<file path="src/rtl/mem_wb_pipe_reg.sv">
// MEM->WB pipeline boundary: LANES writeback lanes behind a valid/ready handshake
// with a 2-entry skid buffer, synchronous flush and capture-time enable filtering.
module mem_wb_pipe_reg #(
  parameter int DATA_W           = 64,
  parameter int ADDR_W           = 5,
  parameter int LANES            = 1,
  parameter bit ZERO_REG_GUARD   = 1'b1,
  parameter bit SAME_DEST_SQUASH = 1'b1
) (
  input  logic                    Clk,
  input  logic                    Rst,
  input  logic                    Flush,
  input  logic                    InValid,
  output logic                    InReady,
  input  logic [LANES*DATA_W-1:0] RdWriteDataIn,
  input  logic [LANES*ADDR_W-1:0] RdAddrIn,
  input  logic [LANES-1:0]        RdWriteEnableIn,
  output logic                    OutValid,
  input  logic                    OutReady,
  output logic [LANES*DATA_W-1:0] RdWriteDataOut,
  output logic [LANES*ADDR_W-1:0] RdAddrOut,
  output logic [LANES-1:0]        RdWriteEnableOut,
  output logic [1:0]              Occupancy
);

  // State bits are {main valid, skid valid}; 2'b01 cannot be reached.
  typedef enum logic [1:0] {
    EMPTY = 2'b00,
    BUSY  = 2'b10,
    FULL  = 2'b11
  } state_t;

  state_t                    state_q, state_d;
  logic [LANES*DATA_W-1:0]   main_data_q, main_data_d;
  logic [LANES*ADDR_W-1:0]   main_addr_q, main_addr_d;
  logic [LANES-1:0]          main_en_q, main_en_d;
  logic [LANES*DATA_W-1:0]   skid_data_q, skid_data_d;
  logic [LANES*ADDR_W-1:0]   skid_addr_q, skid_addr_d;
  logic [LANES-1:0]          skid_en_q, skid_en_d;

  logic                      mv, sv;
  logic                      accept, drain;
  logic [LANES-1:0]          in_en_filt;

  // An older lane loses its write when a younger lane writes the same register.
  function automatic logic [LANES-1:0] filter_en(
    input logic [LANES*ADDR_W-1:0] addr,
    input logic [LANES-1:0]        en
  );
    logic [LANES-1:0] guarded;
    logic [LANES-1:0] result;
    guarded = en;
    for (int i = 0; i < LANES; i++) begin
      if (ZERO_REG_GUARD && (addr[i*ADDR_W +: ADDR_W] == '0)) guarded[i] = 1'b0;
    end
    result = guarded;
    if (SAME_DEST_SQUASH) begin
      for (int i = 0; i < LANES; i++) begin
        for (int j = 0; j < LANES; j++) begin
          if ((j > i) && guarded[j] && (addr[j*ADDR_W +: ADDR_W] != '0) &&
              (addr[j*ADDR_W +: ADDR_W] == addr[i*ADDR_W +: ADDR_W]))
            result[i] = 1'b0;
        end
      end
    end
    return result;
  endfunction

  assign mv         = state_q[1];
  assign sv         = state_q[0];
  assign InReady    = !sv;
  assign OutValid   = mv;
  assign accept     = InValid & InReady;
  assign drain      = OutValid & OutReady;
  assign in_en_filt = filter_en(RdAddrIn, RdWriteEnableIn);

  always_comb begin
    state_d     = state_q;
    main_data_d = main_data_q;
    main_addr_d = main_addr_q;
    main_en_d   = main_en_q;
    skid_data_d = skid_data_q;
    skid_addr_d = skid_addr_q;
    skid_en_d   = skid_en_q;
    if (Flush) begin
      state_d   = EMPTY;
      main_en_d = '0;
      skid_en_d = '0;
    end else begin
      case (state_q)
        EMPTY: begin
          if (accept) begin
            state_d     = BUSY;
            main_data_d = RdWriteDataIn;
            main_addr_d = RdAddrIn;
            main_en_d   = in_en_filt;
          end
        end
        BUSY: begin
          if (accept && drain) begin
            main_data_d = RdWriteDataIn;
            main_addr_d = RdAddrIn;
            main_en_d   = in_en_filt;
          end else if (accept) begin
            state_d     = FULL;
            skid_data_d = RdWriteDataIn;
            skid_addr_d = RdAddrIn;
            skid_en_d   = in_en_filt;
          end else if (drain) begin
            state_d = EMPTY;
          end
        end
        FULL: begin
          if (drain) begin
            state_d     = BUSY;
            main_data_d = skid_data_q;
            main_addr_d = skid_addr_q;
            main_en_d   = skid_en_q;
          end
        end
        default: state_d = EMPTY;
      endcase
    end
  end

  // ---- capture boundary: MEM side -> held entries ----
  always_ff @(posedge Clk or negedge Rst) begin
    if (!Rst) begin
      state_q     <= EMPTY;
      main_data_q <= '0;
      main_addr_q <= '0;
      main_en_q   <= '0;
      skid_data_q <= '0;
      skid_addr_q <= '0;
      skid_en_q   <= '0;
    end else begin
      state_q     <= state_d;
      main_data_q <= main_data_d;
      main_addr_q <= main_addr_d;
      main_en_q   <= main_en_d;
      skid_data_q <= skid_data_d;
      skid_addr_q <= skid_addr_d;
      skid_en_q   <= skid_en_d;
    end
  end

  assign RdWriteDataOut   = main_data_q;
  assign RdAddrOut        = main_addr_q;
  assign RdWriteEnableOut = main_en_q & {LANES{mv}};
  assign Occupancy        = {1'b0, mv} + {1'b0, sv};

endmodule

</file>
<file path="config.mk">
export PLATFORM = sky130hd
export DESIGN_NAME = mem_wb_pipe_reg
export DESIGN_NICKNAME = d
export VERILOG_FILES = /design/src/rtl/mem_wb_pipe_reg.sv
export SDC_FILE = /design/constraint.sdc
export NUM_CORES = 1
export LEC_CHECK = 0
export CELL_PAD_IN_SITES_DETAIL_PLACEMENT = 1
export CELL_PAD_IN_SITES_GLOBAL_PLACEMENT = 1
export CORE_MARGIN = 2
export CORE_UTILIZATION = 41
export DETAILED_ROUTE_END_ITERATION = 12
export GPL_ROUTABILITY_DRIVEN = 0
export GPL_TIMING_DRIVEN = 0
export HOLD_SLACK_MARGIN = 0.08
export PLACE_DENSITY = 0.8
export SKIP_CTS_REPAIR_TIMING = 1
export SYNTH_ARGS = -nofsm -noshare
export SYNTH_HDL_FRONTEND = slang
export SYNTH_SLANG_ARGS = --single-unit
</file>
<file path="constraint.sdc">
create_clock -name Clk -period 2.5 [get_ports Clk]
set_input_delay 0.25 -clock Clk [delete_from_list [all_inputs] [get_ports Clk]]
set_output_delay 0.25 -clock Clk [all_outputs]
set_load 0.05 [all_outputs]
</file>
==> impl_metrics.yaml <==
synthesis:
  synth_simple_gate_area_share_pct: 1.62
  seq_area_frac_synth_pct: 55.5
  netlist.area_leader.share_pct: 55.5
  synth_nets: 493
  synth_ff_type: "dfrtp_1"
  ys_ff_latch: 142
  synth_cell_types: 33
  syn_area_sq_um: 6400
  synth_fa_ha_area_share_pct: 0.977
  muxShareOfSynthArea_pct: 38.2
  synth_top_family_by_area: "multiplexers"
  synth_cells: 413
  synthesis.area_per_instance_sq_um: 15.5
  synth_xor_area_share_pct: 0.137
  yosysWarnings: 0
  async_flop_share_pct: 100
  synth_enable_flop_cells: 0
  synth_largest_area_cell: "dfrtp_1"
  synth_area_leaders: "dfrtp_1 56%, mux2_2 33%, mux2_4 4.7%"
  synth-compound-area-share_pct: 1.23
detailed_routing:
  met1_length_um: 6450
  vias_per_cell: 4.96
  highest-signal-layer: "met4"
  vias: 3987
  drt_wl_total_um: 14900
  ant_nets: 0
  wl_met2_um: 7460
  wl_met3_um: 831
  drt_first_pass_iters: 4
  drt_iter0_drc: 93
  drc: 0
  avgRoutedWirePerCell_um: 18.5
critical_path:
  cp-start-kind: "flop"
  crit_type: "flop to primary output"
  end_kind: "primary output"
  r2r_cells: 5
  worst-path-max-fanout: 6
  arrival_ns: 2.16
  crit_required_ns: 2.25
die:
  core-area_sq_um: 15300
  dieArea_sq_um: 16600
  die_h_um: 129
  start_util_pct: 42.0
  row_count: 45
  die_w_um: 129
  ios: 149
global_route:
  grt_usage_pct: 18.7
  grt_overflow_total: 0
  antenna_found_initial: 0
  first_global_vias: 4371
  grt_pass1_wl_um: 23700
  grt_max_degree: 101
placement:
  dp.cells: 772
  hpwl_um: 10100
  port_buffers: 147
  dp_slack_ns: 0.205
timing:
  drv_slew: 0
  post-route-period-util_pct: 96.5
  rsz0062_at_grt: "false"
  fin_skew_ns: 0.00714
  worst_pin_slew_ns: 0.661
  slew_headroom_pct: 55.9
  fin_crit_ns: 2.41
  hold_ws_ns: 0.109
  fin_setup_tns_ns: 0
  setup_viol: 0
  finalHoldViolCount: 0
  fmax_ghz: 0.415
  fin_ws_ns: 0.0885
pwr:
  irDropWorstVdd_v: 0.000662
  power.leakage_nw: 3.74
  total_power_mw: 12.4
  pwr_density_cell_nw_per_um2: 1410
layout:
  final_common_cell: "mux2_2"
  layout_common_cells: "189 x mux2_2, 146 x clkdlybuf4s50_1, 141 x dfrtp_1"
  nets: 661
  area_growth_pct: 37.9
  num_antenna_cells: 0
  fin_cells: 804
  layout-drive-gt1-share_pct: 44.0
clock_tree:
  clkLatencyLatePin_ns: 0.42
  cts_tree: "yes"
  clock_tree.buffer_depth: 2
  cts_root_buffer: "clkbuf_16"
  numCtsBuffers: 17
  clock-sinks: 142
  cts_max_level: 4
  path_clk_slew_ns: 0.06
job:
  max_cap_viol_count: 0
hold_path:
  hp-class: "input port to flop"
  holdPathStages: 2
outcome:
  outcome: "complete, no violations"
[synth_stat cells (2+ instances only)]
| master | n |
|---|---|
| nor2_1 | 6 |
| dfrtp_1 | 142 |
| buf_2 | 8 |
| inv_1 | 3 |
| mux2_4 | 20 |
| mux2_2 | 189 |
| buf_6 | 4 |
| a211o_1 | 2 |
| mux2i_1 | 2 |
| nand2b_1 | 2 |
| clkbuf_1 | 9 |
| ha_1 | 5 |
[cells by family after synthesis]
kind of cell | after synthesis
buffers and inverters | 27
AOI/OAI and AO/OA | 10
and+or+nand+nor | 17
muxes | 211
DFF | 142
adders and majority gates | 5
xor gates and xnor gates | 1
[flip-flops by register name (all words and copies together) (netlist names)]
signal,flops
RdAddrOut,5
RdWriteDataOut,64
main_en_q,1
skid_addr_q,5
skid_data_q,64
skid_en_q,1
state_q,2
[per-stage QoR]
step	util [%]	instance area (sq um)
after floorplan	-	6410
after global placement	53.4	8140
after detailed placement	53.5	8170
after CTS	57.8	8820
after global routing	57.9	8830
final	57.9	8830
[area by class of cell]
| class | instances | area, sq um |
|---|---|---|
| buffer | 24 | 135 |
| clock inverter | 10 | 186 |
| sequential | 142 | 3550 |
| multi-input combinational | 244 | 2710 |
| timing repair buffer | 149 | 1510 |
| clock buffer | 21 | 460 |
| tap | 211 | 264 |
| inverter | 3 | 11.3 |
| fill | 1444 | 6430 |
[critical path: stages (launching register included)]
cell             delay [ns]
dfrtp_1                0.46
inv_1                  0.13
ha_1                   0.32
clkdlybuf4s50_1        0.83
[power breakdown]
| group | switching, mW | internal (mW) |
|---|---|---|
| clock | 0.968 | 1.82 |
| sequential | 0.629 | 3.46 |
| combinational | 3.17 | 2.40 |
| total | 4.76 | 7.68 |
[routing by layer]
metal	up-vias	GRT usage, %
met3	10	5.90
li1	1812	-
met5	-	0
met1	2059	23.6
met4	0	5.37
met2	106	31.0
[final timing paths]
| path | start | end | slack [ns] |
|---|---|---|---|
| max reg2reg | state_q[1]$_DFFE_PN0P_ | RdWriteDataOut[49]$_DFFE_PN0P_ | 0.22 |
| min reg2reg | RdWriteDataOut[1]$_DFFE_PN0P_ | RdWriteDataOut[1]$_DFFE_PN0P_ | 0.50 |
| max in group asynchronous | Rst | state_q[1]$_DFFE_PN0P_ | 1.32 |
| max | state_q[0]$_DFFE_PN0P_ | Occupancy[0] | 0.09 |
| min | Flush | skid_en_q$_DFFE_PN0P_ | 0.11 |
| min in group asynchronous | Rst | skid_data_q[0]$_DFFE_PN0P_ | 0.33 |
No activity file was read; power rests on OpenSTA's default activity.
